`src/rtl/scan_io_mem_pkg.sv`:
```
// Shared constants for the scan-chained memory bank with IO window.
// IO offsets, seven-segment digit table and the unmapped-read value.
package scan_io_mem_pkg;

  localparam int OFS_IO     = 0;
  localparam int OFS_FLAGS  = 1;
  localparam int OFS_BASE   = 2;
  localparam int OFS_DIGIT0 = 3;
  localparam int NUM_DIGITS = 10;

  // Digits 9..0, so index i selects digit i ({seg[6:0],1'b0}).
  localparam logic [NUM_DIGITS-1:0][7:0] DIGIT_ROM = {
    8'hCE, 8'hFE, 8'h0E, 8'hF8, 8'hDA,
    8'hCC, 8'h9E, 8'hB6, 8'h0C, 8'h7E
  };

  localparam logic [7:0] DEFAULT_READ = 8'h01;

  function automatic logic [7:0] seg_digit(input logic [3:0] i);
    return DIGIT_ROM[i];
  endfunction

endpackage

```
`src/rtl/scan_io_memory_bank_scan_reg.sv`:
```
// One scan-chain register: async reset, functional load, scan shift.
// Ports: clk, rst_n, scan_enable, scan_in, load, d -> q, scan_out.
module scan_reg #(
  parameter int WIDTH = 8
) (
  input  logic             clk,
  input  logic             rst_n,
  input  logic             scan_enable,
  input  logic             scan_in,
  input  logic             load,
  input  logic [WIDTH-1:0] d,
  output logic [WIDTH-1:0] q,
  output logic             scan_out
);

  logic [WIDTH-1:0] shifted;

  // Bit 0 receives the incoming bit, bit WIDTH-1 leaves the register.
  if (WIDTH == 1) begin : g_one
    assign shifted = scan_in;
  end else begin : g_many
    assign shifted = {q[WIDTH-2:0], scan_in};
  end

  always_ff @(posedge clk or negedge rst_n) begin
    if (!rst_n) begin
      q <= '0;
    end else if (scan_enable) begin
      q <= shifted;
    end else if (load) begin
      q <= d;
    end
  end

  assign scan_out = q[WIDTH-1];

endmodule

```
`src/rtl/scan_io_memory_bank.sv`:
```
// Scan-chained memory bank with LED, button capture, digit ROM and key.
// Optional macro BTN_DEBOUNCE_EN adds per-button debounce counters.
module scan_io_memory_bank
  import scan_io_mem_pkg::*;
#(
  parameter int ADDR_WIDTH      = 5,
  parameter int DATA_WIDTH      = 8,
  parameter int MEM_SIZE        = 15,
  parameter int NUM_BTN         = 2,
  parameter int KEY_WIDTH       = 16,
  parameter int DEBOUNCE_CYCLES = 4
) (
  input  logic                  clk,
  input  logic                  rst_n,
  input  logic [ADDR_WIDTH-1:0] address,
  input  logic [DATA_WIDTH-1:0] data_in,
  input  logic                  write_enable,
  output logic [DATA_WIDTH-1:0] data_out,
  input  logic                  scan_enable,
  input  logic                  scan_in,
  output logic                  scan_out,
  input  logic [NUM_BTN-1:0]    btn_in,
  output logic [DATA_WIDTH-2:0] led_out,
  output logic [KEY_WIDTH-1:0]  locking_key,
  output logic                  btn_irq
);

  localparam int IO_ADDR = MEM_SIZE;
  localparam int LW      = DATA_WIDTH - 1;

  localparam logic [ADDR_WIDTH-1:0] A_IO =
    ADDR_WIDTH'(IO_ADDR + OFS_IO);
  localparam logic [ADDR_WIDTH-1:0] A_FLG =
    ADDR_WIDTH'(IO_ADDR + OFS_FLAGS);
  localparam logic [ADDR_WIDTH-1:0] A_BASE =
    ADDR_WIDTH'(IO_ADDR + OFS_BASE);
  localparam logic [ADDR_WIDTH-1:0] A_D0 =
    ADDR_WIDTH'(IO_ADDR + OFS_DIGIT0);
  localparam logic [ADDR_WIDTH-1:0] A_D9 =
    ADDR_WIDTH'(IO_ADDR + OFS_DIGIT0 + NUM_DIGITS - 1);

  if (MEM_SIZE + 13 > (1 << ADDR_WIDTH)) begin : g_bad_addr
    $error("ADDR_WIDTH too small for MEM_SIZE");
  end
  if (NUM_BTN < 1 || NUM_BTN > DATA_WIDTH - 1) begin : g_bad_btn
    $error("NUM_BTN out of range");
  end
  if (DEBOUNCE_CYCLES < 1) begin : g_bad_deb
    $error("DEBOUNCE_CYCLES must be >= 1");
  end

  logic [DATA_WIDTH-1:0] mem_q [MEM_SIZE];
  logic [MEM_SIZE:0]     mem_so;
  logic [LW-1:0]         led_q;
  logic                  led_so;
  logic [NUM_BTN-1:0]    flags_q;
  logic [NUM_BTN-1:0]    flags_d;
  logic [NUM_BTN-1:0]    flags_clr;
  logic                  flags_so;
  logic [KEY_WIDTH-1:0]  key_q;

  logic [NUM_BTN-1:0] sync1;
  logic [NUM_BTN-1:0] sync2;
  logic [NUM_BTN-1:0] level;
  logic [NUM_BTN-1:0] prev;
  logic [NUM_BTN-1:0] rise;

  assign mem_so[0] = scan_in;

  for (genvar i = 0; i < MEM_SIZE; i++) begin : g_mem
    logic ld;
    assign ld = write_enable && (address == ADDR_WIDTH'(i));
    scan_reg #(.WIDTH(DATA_WIDTH)) u_word (
      .clk        (clk),
      .rst_n      (rst_n),
      .scan_enable(scan_enable),
      .scan_in    (mem_so[i]),
      .load       (ld),
      .d          (data_in),
      .q          (mem_q[i]),
      .scan_out   (mem_so[i+1])
    );
  end

  scan_reg #(.WIDTH(LW)) u_led (
    .clk        (clk),
    .rst_n      (rst_n),
    .scan_enable(scan_enable),
    .scan_in    (mem_so[MEM_SIZE]),
    .load       (write_enable && (address == A_IO)),
    .d          (data_in[DATA_WIDTH-1:1]),
    .q          (led_q),
    .scan_out   (led_so)
  );

  // Set wins over a simultaneous write-1-to-clear of the same bit.
  assign flags_clr = (write_enable && (address == A_FLG))
                   ? data_in[NUM_BTN-1:0] : '0;
  assign flags_d   = (flags_q & ~flags_clr) | rise;

  scan_reg #(.WIDTH(NUM_BTN)) u_flags (
    .clk        (clk),
    .rst_n      (rst_n),
    .scan_enable(scan_enable),
    .scan_in    (led_so),
    .load       (1'b1),
    .d          (flags_d),
    .q          (flags_q),
    .scan_out   (flags_so)
  );

  scan_reg #(.WIDTH(KEY_WIDTH)) u_key (
    .clk        (clk),
    .rst_n      (rst_n),
    .scan_enable(scan_enable),
    .scan_in    (flags_so),
    .load       (1'b0),
    .d          ('0),
    .q          (key_q),
    .scan_out   (scan_out)
  );

  always_ff @(posedge clk or negedge rst_n) begin
    if (!rst_n) begin
      sync1 <= '0;
      sync2 <= '0;
      prev  <= '0;
    end else begin
      sync1 <= btn_in;
      sync2 <= sync1;
      prev  <= level;
    end
  end

`ifdef BTN_DEBOUNCE_EN
  localparam int CW = $clog2(DEBOUNCE_CYCLES + 1);

  logic [CW-1:0] cnt [NUM_BTN];

  always_ff @(posedge clk or negedge rst_n) begin
    if (!rst_n) begin
      level <= '0;
      for (int i = 0; i < NUM_BTN; i++) cnt[i] <= '0;
    end else begin
      for (int i = 0; i < NUM_BTN; i++) begin
        if (sync2[i] != level[i]) begin
          if (cnt[i] == CW'(DEBOUNCE_CYCLES - 1)) begin
            level[i] <= sync2[i];
            cnt[i]   <= '0;
          end else begin
            cnt[i] <= cnt[i] + 1'b1;
          end
        end else begin
          cnt[i] <= '0;
        end
      end
    end
  end
`else
  assign level = sync2;
`endif

  assign rise = level & ~prev;

  logic                  is_mem;
  logic                  is_dig;
  logic [3:0]            dig_idx;
  logic [DATA_WIDTH-1:0] rdata;

  assign is_mem  = address < ADDR_WIDTH'(MEM_SIZE);
  assign is_dig  = (address >= A_D0) && (address <= A_D9);
  assign dig_idx = 4'(address - A_D0);

  always_comb begin
    rdata = DATA_WIDTH'(DEFAULT_READ);
    unique case (1'b1)
      is_mem: begin
        for (int i = 0; i < MEM_SIZE; i++) begin
          if (address == ADDR_WIDTH'(i)) rdata = mem_q[i];
        end
      end
      address == A_IO:   rdata = {led_q, level[0]};
      address == A_FLG:  rdata = DATA_WIDTH'(flags_q);
      address == A_BASE: rdata = DATA_WIDTH'(IO_ADDR + OFS_DIGIT0);
      is_dig:            rdata = DATA_WIDTH'(seg_digit(dig_idx));
      default:           ;
    endcase
  end

  assign data_out    = rdata;
  assign led_out     = led_q;
  assign locking_key = key_q;
  assign btn_irq     = |flags_q;

endmodule
```
`config.mk`:
```
export PLATFORM = sky130hd
export DESIGN_NAME = scan_io_memory_bank
export DESIGN_NICKNAME = d
export VERILOG_FILES = /design/src/rtl/scan_io_mem_pkg.sv /design/src/rtl/scan_io_memory_bank_scan_reg.sv /design/src/rtl/scan_io_memory_bank.sv
export SDC_FILE = /design/constraint.sdc
export NUM_CORES = 1
export LEC_CHECK = 0
export ABC_AREA = 1
export CAP_MARGIN = 25
export CELL_PAD_IN_SITES_DETAIL_PLACEMENT = 0
export CELL_PAD_IN_SITES_GLOBAL_PLACEMENT = 2
export CORE_AREA = 2 2 166 168
export CTS_CLUSTER_DIAMETER = 200
export CTS_CLUSTER_SIZE = 8
export DETAILED_ROUTE_END_ITERATION = 12
export DIE_AREA = 0 0 168 170
export MAX_ROUTING_LAYER = met4
export PLACE_DENSITY_LB_ADDON = 0.1
export SLEW_MARGIN = 20
export SYNTH_ARGS = -nofsm -noshare
export SYNTH_HDL_FRONTEND = slang
export SYNTH_HIERARCHICAL = 1
export SYNTH_SLANG_ARGS = --single-unit
```
`constraint.sdc`:
```
create_clock -name clk -period 4.75 [get_ports clk]
set_input_delay 0.95 -clock clk [delete_from_list [all_inputs] [get_ports clk]]
set_output_delay 0.95 -clock clk [all_outputs]
set_load 0.005 [all_outputs]
```
* Yosys cells after proc, flatten, opt, wreduce, memory -nomap -nowiden
Memory sizes are Yosys's and may differ from the RTL's. Cells that the tools add are included.
Word-level totals: ROM bits 128, output and inout bits 33, memories 1, flip-flop bits (word level) 151, word-level logic and storage cells 136
Operators by class: equality and inequality tests 17, bitwise logic cells 5, reduce and logical (&&, ||, !) cells 36, add/sub/neg operators 1, multiplexer cells 51, magnitude comparators 4
Memory list:
- (no name shown) | words 16, bits a word 8, read ports 1, clocked after Yosys merged registers in 0, wr ports 0, RTL line scan_io_mem_pkg.sv:20 | return DIGIT_ROM[i];
Operator list (count):
- $mux 8 | 46
- $eq 5x4->1 const B | 8
- $pmux 8 s5 | 1
- $reduce_bool 2->1 | 16
- $eq 5x3->1 const B | 4
- $logic_and 1x1->1 | 18
- $mux 7 | 2
- $eq 5x2->1 const B | 2
- $eq 5x5->1 const B | 2
- $eq 5x1->1 const B | 1
- $ge 5x5->1 const B | 1
- $le 5x5->1 const B | 1
- $logic_not 5->1 | 1
- $lt 4x5->1 const B | 1
- $lt 5x4->1 const B | 1
- $and 2x2->2 | 2
- $mux 2 | 2
- $not 2->2 | 2
- $sub 4x2->4 const B | 1
- $or 2x2->2 | 1
- $reduce_or 2->1 | 1

* Longest topological paths before layout
word-level depth 17, mapped depth 22, gate-level depth less buffers 22

* Modules after synthesis
The synthesis kept the hierarchy.
By module, submodules not included:
- scan_reg at g_mem[0].u_word ... | seq. area each 200.2 sq um, cells each 53, instances 15, area an instance 406.6 sq um
- scan_io_memory_bank | seq. area each 150.1 sq um, cells each 457, instances 1, area an instance 2329.7 sq um
- scan_reg at u_key | seq. area each 400.4 sq um, cells each 113, instances 1, area an instance 822.0 sq um
- scan_reg at u_led | seq. area each 175.2 sq um, cells each 46, instances 1, area an instance 359.1 sq um
- scan_reg at u_flags | seq. area each 50.0 sq um, cells each 16, instances 1, area an instance 111.4 sq um

* Worst setup path before layout
Ideal clock, no wire load.
path type input to output, start point in address[1], end point out data_out[1], data required time 3.800 ns, path slack 1.202 ns, arrival time 2.598 ns, cell stages on the path 21, path buffers 1, path through inv_1 ha_1 inv_2 nor2_4 buf_4 nand3_1 nand3_1 nand2_1 nand3_1 nand2_1 nand3_1 nand3_1 nand3_1 nand2_1 nand3_1 nand3_1 nand3_1 nand2_1 nand2_1 nand2_1 nand2_1
On the way: word-level cells in the longest chain between the ends 17, elaborated cells on any way between the ends 41
RTL lines:
- start, declared | RTL line scan_io_memory_bank.sv:15 | input logic [ADDR_WIDTH-1:0] address,
- $logic_not 5->1 | RTL line scan_io_memory_bank.sv:179 | if (address == ADDR_WIDTH'(i)) rdata = mem_q[i];
- $mux 8 (15 in a row) | RTL line scan_io_memory_bank.sv:179
- $pmux 8 s5 (*) | RTL line scan_io_memory_bank.sv:176 | unique case (1'b1)
- end, declared | RTL line scan_io_memory_bank.sv:18 | output logic [DATA_WIDTH-1:0] data_out,
Every way passes the cells marked *; elsewhere a longest branch is shown, timed or not. The select of a mux whose other input is x is not followed.

* Worst setup path after layout
start point in address[1], end point out data_out[7]
Same word-level chain as after synthesis.

==> results.py <==
metrics = {
    "logic_synthesis": {
        "yosysTopAreaCellShare_pct": 38.87,
        "synth.avg_cell_area_sq_um": 6.813,
        "netlist_instances": 1427,
        "synth_warnings": 6,
        "yosysMostFrequentCell": "nand2_1",
        "synthesis.area_sq_mm": 0.009722,
        "ys_types": 37,
        "synth_edf_count": 0,
        "synth_top_cell_by_area": "dfrtp_1",
        "synth-seq-cells": 151,
        "synth_area_leaders": "dfrtp_1 39%, nand2_1 30%, nand3_1 9.5%",
        "yosys-top-cells-count": "766 x nand2_1, 184 x nand3_1, 151 x dfrtp_1",
        "yosysSeqAreaShare_pct": 38.87,
        "synthFlopType": "dfrtp_1",
        "async_reset_ff_share_pct": 100.0,
    },
    "cts": {
        "clock_latency_ps": 430,
        "cts_made_buffers": 17,
        "path_clk_slew_ps": 60,
        "cts_root_buf": "clkbuf_16",
        "cts_tree": "yes",
        "cts_buffer_depth": 2,
        "postCtsHoldBufs": 0,
        "cts.sinks": 151,
        "htreeDepth": 4,
    },
    "critical_path": {
        "timing.rr.start": "u_flags/q[1]$_DFFE_PN0P_",
        "critPathKind": "in -> out",
        "startpoint": "address[1]",
        "worst-path-max-fanout": 12,
        "crit_path_start_kind": "input pin",
        "critPathArrivalTime_ps": 3450,
        "end_kind": "output pin",
        "cp.required_ps": 3800,
    },
    "global_route": {
        "grt_max_degree": 79,
        "overflow": 0,
        "grt_pass1_wl_microns": 50230,
        "grtUsageTotal_pct": 23.23,
        "antenna_found_initial": 0,
        "grt_pass1_vias": 8952,
    },
    "sta": {
        "clock-skew-final_ps": 9.709,
        "grt_setup_unrepaired": "no",
        "max_freq_mhz": 227.4,
        "hold_violations": 0,
        "worst_slack_ps": 352.1,
        "relSlewSlack_pct": 30.27,
        "slew_violations": 0,
        "period_share_pct": 92.59,
        "tightest_slew_ps": 1043,
        "setup_tns_ps": 0,
        "finalSetupViolCount": 0,
        "period_minus_slack_ps": 4398,
    },
    "die": {
        "initial_utilization_pct": 36.48,
        "num_rows": 60,
        "die_w_microns": 168,
        "die_h_microns": 170,
        "dieArea_sq_mm": 0.02856,
        "core_sq_mm": 0.02665,
        "ios": 53,
    },
    "routing": {
        "num_vias": 9180,
        "drt-vias-per-instance": 4.842,
        "initialDrtViolationCount": 687,
        "drc_errors": 0,
        "wl_microns": 30840,
        "drt_first_pass_iters": 6,
        "drt-wirelength-per-cell_microns": 16.27,
        "drt.antenna.violating_nets": 0,
    },
    "place": {
        "dpl.hpwl_microns": 21670,
        "post-place-ws_ps": -108.0,
        "port_buffers": 52,
        "place_congestion": 0.8294,
    },
    "hold_path": {
        "hold_class": "reg -> reg",
        "min_from": "sync1[1]$_DFF_PN0_",
    },
    "pwr": {
        "power_uw": 3770,
        "p_leak_uw": 0.006217,
        "peakVddDrop_uv": 209.0,
        "power_density_mw_per_mm2": 326.5,
    },
    "layout": {
        "final_nets": 1573,
        "area_growth_pct": 18.75,
        "diodes": 0,
        "drive_gt1_share_pct": 13.38,
    },
    "run": {
        "drv_cap": 0,
    },
    "run_status": {
        "status": "completed",
    },
}
## where the power goes
group | switching (uW) | total (uW) | internal, uW
Clock | 613 | 1460 | 846
Sequential | 180 | 1640 | 1460
Combinational | 397 | 675 | 278
Total | 1190 | 3770 | 2580
## cell families (layout without fill, tap and decap cells)
| kind of cell | Yosys count | after routing | synth area share [%] |
|---|---|---|---|
| multiplexers | 1 | 1 | 0.1158 |
| other | 2 | 23 | 0.07725 |
| AO/OA/AOI/OAI | 49 | 49 | 2.973 |
| buffers and inverters | 169 | 275 | 9.073 |
| flip-flops | 151 | 151 | 38.87 |
| AND/OR/NAND/NOR | 1045 | 1046 | 47.61 |
| adder cells (fa/ha/maj) | 10 | 10 | 1.287 |
## per-stage QoR
step	hold slack, ps	utilization (%)	cell area (sq um)	instances
4_1_cts	362.9	43.17	11500	1893
3_3_place_gp	345.2	40.76	10860	1859
6_report	358.1	43.32	11540	1896
3_5_place_dp	338.0	40.81	10880	1860
5_1_grt	366.4	43.32	11540	1896
2_1_floorplan	331.2	-	9801	1448
## final timing paths
kind                       slack [ps]                               end  cells past startpoint
max in group asynchronous        3100  g_mem[1].u_word/q[2]$_DFFE_PN0P_                      2
setup reg to reg                 3850          u_flags/q[1]$_DFFE_PN0P_                      6
setup / recovery                  350                       data_out[7]                     23
min in group asynchronous         520           u_key/q[13]$_DFFE_PN0P_                      1
hold / removal                    360                level[1]$_DFF_PN0_                      0
hold reg to reg                   360                level[1]$_DFF_PN0_                      0
## registers in the layout (all words and copies together), names as in the netlist
name            cells
g_mem.u_word/q    120
level               2
prev                2
sync1               2
u_flags/q           2
u_key/q            16
u_led/q             7
## worst max-delay path, cell delays in order
cell and delay, ps:
clkbuf_2 120, buf_4 150, ha_1 190, inv_1 110
nor2_4 80, inv_2 130, nor2_8 50, inv_2 150
o21ai_0 120, inv_1 80, nand2_1 60, nand2_1 60
nand2_1 60, nand4_1 70, nand3_1 80, nand2_1 80
nand2_1 50, nand2_1 90, nand2_1 70, nand2_1 60
nand2_1 40, nand2_1 80, clkdlybuf4s50_1 520
## cell type report
cell class / instances / area [sq um]
fill: 2856 / 15110
clock inverter: 13 / 170.2
tap: 341 / 426.7
clock buffer: 18 / 439.2
multi-input combinational: 1129 / 5164
sequential: 151 / 3779
timing repair buffer: 124 / 1116
inverter: 120 / 450.4
## layer usage
metal	GRT usage (%)	vias to the layer above	wire, microns
met5	-	-	0
met4	5.331	0	370
met3	2.721	23	937
met2	37.59	189	14490
met1	31.38	4312	15040
li1	-	4656	-
## placed cells by master, fill, tap and decap left out, types with 5 or more instances in the layout
master           netlist  routed
nand2_1              766     766
dfrtp_1              151     151
inv_2                 48      51
nand4_1                6       6
nor2_1                29      28
clkbuf_16              0      17
ha_1                  10      10
or2_1                  6       6
o21ai_0               23      23
o21ai_1                5       5
clkdlybuf4s50_1        0      44
nor2_4                 7       8
buf_4                 21      67
nand3_1              184     184
inv_1                 69      66
nor2_8                19      19
a21oi_1                9       9
conb_1                 2      23
or2_2                  7       7
## timing repair
item	in CTS	in global routing
setup endpoints to repair	7	8
pin swaps	2	2
endpoints found under the hold margin	0	0
gates resized for setup	5	11
gates cloned	1	0
buffers inserted	1	3
Note: power is estimated with default switching activity, not from simulation.
